--- src/rtl/instr_fetch_unit.sv ---
// Instruction fetch sequencer: steps through a small program memory and presents
// each word to simple_cpu for a fixed number of clocks, stopping at a HALT word.
module instr_fetch_unit #(
    parameter int INSTR_WIDTH      = 20,
    parameter int PC_BITS          = 5,
    parameter int CYCLES_PER_INSTR = 4
) (
    input  logic                   clk,
    input  logic                   rst,
    input  logic                   start,
    input  logic                   prog_we,
    input  logic [PC_BITS-1:0]     prog_addr,
    input  logic [INSTR_WIDTH-1:0] prog_data,
    output logic [INSTR_WIDTH-1:0] instruction,
    output logic                   issue,
    output logic [PC_BITS-1:0]     pc,
    output logic                   busy,
    output logic                   halted
);

    localparam int DEPTH = 1 << PC_BITS;
    localparam logic [3:0] HOLD_RELOAD = 4'(CYCLES_PER_INSTR - 1);

    typedef enum logic [1:0] {
        IDLE,
        FETCH,
        ISSUE,
        HALTED
    } state_t;

    state_t                 state;
    logic [3:0]             hold_cnt;
    logic [INSTR_WIDTH-1:0] mem [DEPTH];
    logic [INSTR_WIDTH-1:0] fetch_word;
    logic                   fetch_is_halt;
    logic                   mem_open;

    assign fetch_word    = mem[pc];
    assign fetch_is_halt = (fetch_word[INSTR_WIDTH-1 -: 2] == 2'b00);
    // The program may only change while nothing is executing it; reset wins over a write.
    assign mem_open      = !rst && prog_we && (state == IDLE || state == HALTED);

    // Program storage survives reset, so it carries no reset term.
    always_ff @(posedge clk) begin
        if (mem_open) begin
            mem[prog_addr] <= prog_data;
        end
    end

    // The instruction register doubles as the registered memory read port.
    always_ff @(posedge clk) begin
        if (rst) begin
            state       <= IDLE;
            pc          <= '0;
            instruction <= '0;
            issue       <= 1'b0;
            busy        <= 1'b0;
            halted      <= 1'b0;
            hold_cnt    <= '0;
        end else begin
            issue <= 1'b0;
            case (state)
                IDLE, HALTED: begin
                    if (start) begin
                        state       <= FETCH;
                        pc          <= '0;
                        instruction <= '0;
                        busy        <= 1'b1;
                        halted      <= 1'b0;
                    end
                end
                FETCH: begin
                    if (fetch_is_halt) begin
                        state       <= HALTED;
                        instruction <= '0;
                        busy        <= 1'b0;
                        halted      <= 1'b1;
                    end else begin
                        state       <= ISSUE;
                        instruction <= fetch_word;
                        issue       <= 1'b1;
                        hold_cnt    <= HOLD_RELOAD;
                    end
                end
                ISSUE: begin
                    if (hold_cnt == 4'd0) begin
                        state       <= FETCH;
                        pc          <= pc + 1'b1;
                        instruction <= '0;
                    end else begin
                        hold_cnt <= hold_cnt - 1'b1;
                    end
                end
                default: begin
                    state <= IDLE;
                end
            endcase
        end
    end

endmodule

--- config.mk ---
export PLATFORM = sky130hd
export DESIGN_NAME = instr_fetch_unit
export DESIGN_NICKNAME = d
export VERILOG_FILES = /design/src/rtl/instr_fetch_unit.sv
export SDC_FILE = /design/constraint.sdc
export NUM_CORES = 1
export LEC_CHECK = 0
export BUFFER_PORTS_ARGS = -buffer_cell sky130_fd_sc_hd__buf_2
export CAP_MARGIN = 20
export CORE_UTILIZATION = 65
export DETAILED_ROUTE_END_ITERATION = 8
export HOLD_SLACK_MARGIN = 0.08
export PLACE_DENSITY = 0.82
export REMOVE_ABC_BUFFERS = 1
export SLEW_MARGIN = 20
export SYNTH_ARGS = -nofsm -noshare
export SYNTH_HDL_FRONTEND = slang
export SYNTH_SLANG_ARGS = --single-unit
--- constraint.sdc ---
create_clock -name clk -period 8.3 [get_ports clk]
set_clock_uncertainty 0.15 [all_clocks]
set_input_delay 1.245 -clock clk [delete_from_list [all_inputs] [get_ports clk]]
set_output_delay 1.245 -clock clk [all_outputs]
set_load 0.02 [all_outputs]
Word level (Yosys, flattened, before mapping)
Memory sizes are Yosys's and may differ from the RTL's. A register that Yosys moved wholly into a read port is not among the register bits.
Cells that the tools add are included.
- flip-flop bits (word level): 34
- bits in writable memories: 640
- input port bits: 29
- output and inout port bits: 28
- logic and storage cells: 60
- memories kept: 1
- memory list (name ; depth ; width ; read ports ; clocked after memory_dff ; wr ports ; RTL line ; source):
    mem ; 32 ; 20 ; 1 ; 1 ; 1 ; 33 ; logic [INSTR_WIDTH-1:0] mem [DEPTH];
- add/sub/neg operators: 2
- equality and inequality tests: 8
- mux-type cells: 25
- bitwise logic cells: 1
- reductions and logical operators: 16
- operators by type and width (operator ; number):
    $mux 20 ; 3
    $pmux 20 s3 ; 1
    $mux 5 ; 4
    $ne 2x2->1 const B ; 5
    $pmux 5 s2 ; 1
    $reduce_and 3->1 ; 3
    $mux 1 ; 8
    $mux 4 ; 2
    $pmux 4 s2 ; 1
    $pmux 2 s3 ; 1
    $reduce_bool 2->1 ; 3
    $add 5x1->5 const B ; 1
    $eq 2x2->1 const B ; 2
    $logic_not 2->1 ; 2
    $logic_not 4->1 ; 1
    $mux 2 ; 2
    $pmux 1 s2 ; 2
    $reduce_or 2->1 ; 2
    $sub 4x1->4 const B ; 1
    $eq 2x1->1 const B ; 1
    $logic_and 1x1->1 ; 2
    $reduce_and 2->1 ; 1
    $logic_not 1->1 ; 1
    $logic_or 1x1->1 ; 1
    $not 1->1 ; 1

Longest topological paths before layout
Gate-level depths: netlist of the first run.
- depth after elaboration: 6
- gate-level depth with buffers: 10
- gate-level depth less buffers: 9

Least setup slack after synthesis of the first run
OpenSTA, ideal clock, no wires.
- kind: input-to-reg
- start: input port rst
- end: memory mem[12][0] (enable)
- setup time: 0.397 ns
- arrival: 2.859 ns
- data required time: 7.753 ns
- path slack: 4.895 ns
- cell stages on the path: 5
- path buffers: 1
- path through: inv_1 nand3_1 or3_1 clkbuf_1 nor2_1
- word-level cells in the longest chain between the ends: 5
- RTL lines (element ; RTL line ; source):
    start: declaration ; 9 ; input logic rst,
    $logic_not 1->1 ; 41 ; assign mem_open = !rst && prog_we && (state == IDLE || state == HALTED);
    $logic_and 1x1->1 (2 in series) ; 41 ;
    $mux 1 ; 45 ; if (mem_open) begin
    $mux 1 (implied by the code) ; 46 ; mem[prog_addr] <= prog_data;
    end: declaration ; 33 ;
Every way passes these cells.

==> results of run 1 <==
-- sequential cells by signal, summed over array words and instances (netlist names), named ones only --
| register | count |
|---|---|
| busy | 1 |
| pc | 5 |
| hold_cnt | 4 |
| halted | 1 |
| state | 2 |
| instruction | 20 |
| issue | 1 |
| mem | 640 |
-- critical path, delay by kind of cell, from the launching register on --
kind	cells	cell delay [ns]
buffers and inverters	1	0.81
AND/OR/NAND/NOR	1	0.14
AO/OA/AOI/OAI	5	1.64
multiplexers	1	0.36
flip-flops	1	0.72
-- placed cells by master (no fill, tap or decap), types with 6 or more instances in the layout --
master / count
dfxtp_1: 35
buf_2: 56
a22oi_1: 12
nor2_2: 8
clkinv_2: 10
o21ai_1: 19
nand2_1: 32
a21oi_1: 7
nor2_4: 26
mux2i_1: 52
bufinv_16: 6
buf_4: 14
inv_1: 10
clkbuf_1: 17
clkbuf_16: 71
mux4_2: 180
nor2_1: 13
clkinv_1: 7
edfxtp_1: 640
-- metal layers --
layer,up-vias,global-route usage,wire length (um)
li1,5057,-,-
met1,6542,0.424,21300
met2,910,0.455,28100
met3,108,0.0729,6820
met4,0,0.0969,1370
met5,-,0,0
-- logic make-up after synthesis --
kind of cell	after synthesis
AOI/OAI and AO/OA	65
DFF	679
muxes	232
and+or+nand+nor	110
buffers and inverters	64
xor gates and xnor gates	4
adders and majority gates	5
-- power groups by stage --
stage          clock, W  combinational, W  sequential (W)
3_3_place_gp          0          0.000821         0.00390
6_report        0.00302          0.000858         0.00383
3_5_place_dp          0          0.000846         0.00390
4_1_cts         0.00303          0.000861         0.00383
2_1_floorplan         0          0.000582         0.00401
5_1_grt         0.00317          0.000918         0.00383
-- per-stage QoR --
step / total power (W) / std cells / hold WS (ns)
after floorplan: 0.00459 / 1105 / 0.297
after global placement: 0.00472 / 1694 / 0.285
after detailed placement: 0.00475 / 1694 / 0.298
after CTS: 0.00772 / 1813 / 0.310
after global routing: 0.00791 / 1813 / 0.319
final: 0.00770 / 1813 / 0.306
-- final timing paths --
| kind | cells after the start | slack, ns | to |
|---|---|---|---|
| worst max-delay path | 8 | 4.25 | instruction[9] |
| worst min-delay path | 2 | 0.31 | instruction[4] |
| worst max register to register | 8 | 4.25 | instruction[9] |
| worst min register to register | 2 | 0.31 | instruction[4] |
-- layout make-up --
cell class | count | area, um^2
Tap cell | 518 | 648
Inverter | 10 | 37.5
Timing Repair Buffer | 71 | 397
Clock inverter | 26 | 280
Multi-Input combinational cell | 416 | 5850
Fill cell | 1909 | 9870
Clock buffer | 93 | 1910
Sequential cell | 679 | 20000
==> metrics.md, run 1 <==
| Metric | Value |
|---|---|
| Max Slew Vio Count | `0` |
| Mapped Cells | `1159` |
| Xor/xnor share of the synthesized area | `0.00135` |
| DP Worst Slack | `4.20 ns` |
| Die height | `202 um` |
| RSZ-0062 raised after global routing | `false` |
| Final WL | `57600 um` |
| Crit. End Element | `flop` |
| Std-Cell Rows | `a little over 70` |
| Clk buf depth | `3` |
| Syn Area/Cell | `22.4 um^2` |
| Largest net degree at the start of global routing | `between 70 and 80` |
| CP max FO | `46` |
| Nets@finish | `1278` |
| Clock Sink Count | `679` |
| VDD IR max | `0.141 mV` |
| Yosys top cell by area | `edfxtp_1` |
| Mux share of post-synthesis cell area | `0.176` |
| Max_cap viols | `0` |
| Mapped cell area | `26000 um^2` |
| CP arrival | `4.32 ns` |
| DR iter-0 viols | `roughly 1500` |
| Setup tns final | `0 ns` |
| Post-DR wirelength/cell | `31.8 um` |
| Critical Path RT | `about 8.6 ns` |
| Clock Tree Root | `clkbuf_16` |
| Clock latency on the worst-skew pair | `a little under 0.6 ns` |
| Power per Cell Area | `264 nW/um^2` |
| Post-CTS sizing | `0` |
| Final number of hold-violating endpoints | `0` |
| Post-synthesis sequential area ratio | `0.770` |
| IO buf count | `56` |
| Setup bufs post-CTS | `0` |
| Vias | `12617` |
| Layout cell share with drive strength beyond 1 | `0.301` |
| Clock Power Share | `0.391` |
| Crit share post-route | `0.488` |
| # hold bufs at CTS | `0` |
| Gr usage total | `0.295` |
| Top-count cell post-synth | `edfxtp_1` |
| CP Cell Sequence | `buf_4 -> mux2i_1 -> a22oi_1 -> nand2_1 -> o22ai_1 -> a211o_1 -> o2111ai_4 -> o21ai_1` |
| Slowest cell on the critical path | `buf_4` |
| Internal power | `0.00597 W` |
| Status | `complete, no violations` |
| TritonCTS clock tree | `done` |
| Fin crit period | `4.05 ns` |
| Synth-to-layout area growth | `12.1%` |
| Final setup violating endpoints | `0` |
| Post-synthesis async set-or-reset flop share | `0` |
| Sequential share of power | `0.497` |
| Utilization after layout | `0.747` |
| Fmax achieved | `247 MHz` |
| Ys Warns | `0` |
| Vias in the first global route | `12896` |
| Synth Area in Compound Gates | `0.0179` |
| Htree depth | `3` |
| Initial antenna violation count | `0` |
| Setup ws final | `around 4.2 ns` |
| Design Area, Final | `29100 um^2` |
| Sw frac | `0.224` |
| Top_reg_cell synth | `edfxtp_1` |
| Area after DPL | `26900 um^2` |
| DRC violations left | `0` |
| Worst-margin pin slew | `1.14 ns` |
| Power share of the combinational group | `0.111` |
| Die width | `202 um` |
| Antenna diode count | `0` |
| CP startpoint kind | `flop` |
| Clock slew at reported path FFs | `0.06 ns` |
| Inserted Clock Buffers | `66` |
| Ports | `57` |
| Synth Area in Adders | `0.00241` |
| Post-DP HPWL | `roughly 32000 um` |
| Vias/cell | `6.96` |
| NetSw | `between 0.0015 and 0.002 W` |
| Relative slew slack | `0.241` |
| Grt total ovfl | `0` |
| Post-synth top area share | `0.739` |
| Commonest cells post-synth | `640 x edfxtp_1, 180 x mux4_2, 52 x mux2i_1` |
| Die area | `just over 40000 um^2` |
| Antenna Nets Post-Route | `0` |
| Largest family of logic cells by synthesized area | `multiplexers` |
| Hold crit path type | `reg2reg` |
| Placer Congestion | `~0.8` |
| Synth area leaders | `edfxtp_1 74%, mux4_2 16%, dfxtp_1 3.0%` |
| EDFF count, synth | `640` |
| First-pass GRT wire length | `85300 um` |
| HP Start | `instruction[4]` |
| Yosys reg bits | `679` |
| Core box area | `39000 um^2` |
| Simple-gate share of the synthesized area | `0.0193` |
| Static Leak | `8.85 nW` |
| Distinct cells, synth | `49` |
| Pre-antenna DRT Iters | `5` |
| Critical path type | `reg2reg` |
| Starting density of the core | `0.666` |
| Max stage delay on crit path | `0.81 ns` |
No activity file was read; power rests on OpenSTA's default activity.
==> run 2: changes to the inputs <==
--- a/config.mk
+++ b/config.mk
@@ -7,10 +7,10 @@
 export LEC_CHECK = 0
 export BUFFER_PORTS_ARGS = -buffer_cell sky130_fd_sc_hd__buf_2
 export CAP_MARGIN = 20
-export CORE_UTILIZATION = 65
+export CORE_UTILIZATION = 62
 export DETAILED_ROUTE_END_ITERATION = 8
 export HOLD_SLACK_MARGIN = 0.08
-export PLACE_DENSITY = 0.82
+export PLACE_DENSITY = 0.79
 export REMOVE_ABC_BUFFERS = 1
 export SLEW_MARGIN = 20
 export SYNTH_ARGS = -nofsm -noshare
==> constraint.sdc (replaced) <==
create_clock -name clk -period 4 [get_ports clk]
set_clock_uncertainty 0.15 [all_clocks]
set_input_delay 0.6 -clock clk [delete_from_list [all_inputs] [get_ports clk]]
set_output_delay 0.6 -clock clk [all_outputs]
set_load 0.02 [all_outputs]
==> run 2 against run 1 <==
The run now ends with DRC left. Combinational power up 110%. Final area increased by 1.2%. Non-clock buffer count increased by 40. Sequential share of layout area is 0.82 points lower. Critical path depth decreased by 2. Via count shrank 0.19%. Critical endpoint is now mem[30][13]. Highest routed layer unchanged.
==> metrics.md, run 2 (same netlist as run 1, synthesis figures left out) <==
| Metric | Value |
|---|---|
| # hold bufs at CTS | `0` |
| Register-to-Register Path Depth | `6` |
| Setup bufs post-CTS | `0` |
| Nets@finish | `around 1300` |
| Pwr Total | `between 0.015 and 0.02 W` |
| Critical Path RT | `4.11 ns` |
| Crit. End Element | `flop` |
| Crit share post-route | `0.787` |
| CP Capture Point | `mem[30][13]` |
| Core box area | `41100 um^2` |
| Gr usage total | `0.291` |
| Reg-to-reg startpoint | `state[0]` |
| Antenna Nets Post-Route | `0` |
| Non-Filler Instances | `approximately 1900` |
| Clock Tree Root | `clkbuf_16` |
| IO buf count | `56` |
| Fin crit period | `3.15 ns` |
| Max_cap viols | `0` |
| Clk buf depth | `3` |
| Relative slew slack | `0.337` |
| Max reg flops | `640` |
| Std-Cell Rows | `74` |
| Largest net degree at the start of global routing | `145` |
| RSZ-0062 raised after global routing | `false` |
| Ports | `57` |
| Dpl cells | `1748` |
| Fillers | `2298` |
| Uppermost layer routed | `met4` |
| Worst-margin pin slew | `0.995 ns` |
| Layout cell share with drive strength beyond 1 | `0.324` |
| Initial antenna violation count | `5` |
| Hold WS | `0.212 ns` |
| CP arrival | `3.26 ns` |
| Hold crit path type | `in2reg` |
| Clock latency on the worst-skew pair | `0.60 ns` |
| Critical path launch point | `state[0]` |
| Most common cell after layout, fill and taps aside | `edfxtp_1` |
| Post-DR wirelength/cell | `31.7 um` |
| Metal-1 WL | `about 22000 um` |
| CP max FO | `13` |
| Power per Cell Area | `552 nW/um^2` |
| Vias/cell | `slightly below 7` |
| Max Slew Vio Count | `0` |
| Placer Congestion | `~0.9` |
| Status | `finished, violations left` |
| Clock Sink Count | `679` |
| Fmax achieved | `318 MHz` |
| DRC violations left | `10` |
| Vias in the first global route | `about 13000` |
| Final number of hold-violating endpoints | `0` |
| Starting density of the core | `0.632` |
| Grt total ovfl | `0` |
| Htree depth | `3` |
| Failing checks | `DRC` |
| Final WL | `slightly below 60000 um` |
| Pre-antenna DRT Iters | `7` |
| First-pass GRT wire length | `86400 um` |
| Die area | `42700 um^2` |
| Post-CTS sizing | `0` |
| Inserted Clock Buffers | `67` |
| Die width | `about 210 um` |
| Commonest non-fill, non-tap cells in the layout | `640 x edfxtp_1, 180 x mux4_2, 71 x clkbuf_16, 56 x buf_2, 52 x mux2i_1` |
| FF-to-FF setup slack | `0.85 ns` |
| Clock slew at reported path FFs | `0.06 ns` |
| Synth-to-layout area growth | `13.5%` |
| Register Area | `20000 um^2` |
| TritonCTS clock tree | `done` |
| Top Registers | `mem x640, instruction x20, pc x5` |
| Vias | `12593` |
| Static Leak | `between 9 and 10 nW` |
| Area of the multi-input gates | `roughly 5700 um^2` |
| DR iter-0 viols | `1536` |
| Final setup violating endpoints | `0` |
| Post-DP HPWL | `31900 um` |
| Routed wl met3 | `6270 um` |
| VDD IR max | `0.362 mV` |
| R2R Path End | `mem[30][13]` |
| Critical path type | `reg2reg` |
| CP startpoint kind | `flop` |
| Metal2 WL | `29300 um` |
| Die height | `207 um` |
| Biggest register | `mem` |
run 2: cell types whose count changed in the layout (fill, tap and decap cells not counted), sizes merged:
cell	delta
inv	+1
clkinv	-1
bufinv	+5
buf	+40
diode	+4
clkbuf	-7
run 2: worst min path at each step:
stage,startpoint,to,slack (ns),cells after the start
CTS,rst,instruction[19],0.20,2
detailed placement,instruction[6],instruction[6],0.30,2
floorplan,state[1],state[1],0.30,2
global route,rst,state[1],0.22,2
global placement,instruction[13],instruction[13],0.30,2
finish,rst,instruction[18],0.21,2
run 2: metal layers:
metal  global-route usage  vias up
met2                0.461      758
li1                     -     5126
met1                0.406     6599
met3               0.0642      110
met5                    0        -
met4                0.103        0
run 2: area by class of cell:
type,instances,area share
Clock buffer,86,0.0632
Tap cell,532,0.0226
Multi-Input combinational cell,416,0.194
Timing Repair Buffer,111,0.0252
Antenna cell,4,0.000339
Inverter,10,0.00127
Clock inverter,31,0.0148
Sequential cell,679,0.679
run 2: where the power goes:
group | internal (W) | switching (W)
sequential | 0.00785 | 0.0000593
clock | 0.00400 | 0.00260
combinational | 0.000833 | 0.000935
run 2: through the flow:
| stage | TNS (ns) | area (um^2) | worst slack (ns) | util |
|---|---|---|---|---|
| 6_report | 0 | 29500 | 0.854 | 0.717 |
| 5_1_grt | 0 | 29500 | 0.805 | 0.717 |
| 4_1_cts | 0 | 29500 | 0.942 | 0.717 |
| 3_5_place_dp | 0 | 27200 | 0.903 | 0.661 |
| 3_3_place_gp | 0 | 27200 | 0.978 | 0.661 |
| 2_1_floorplan | -113.94 | 25700 | -4.17 | - |
run 2: critical path, stage by stage, from the launching register on:
cell      delay [ns]
dfxtp_1         0.34
inv_1           0.07
ha_1            0.43
and2_1          0.22
nand4b_1        0.51
nor2_2          0.71
buf_4           0.39
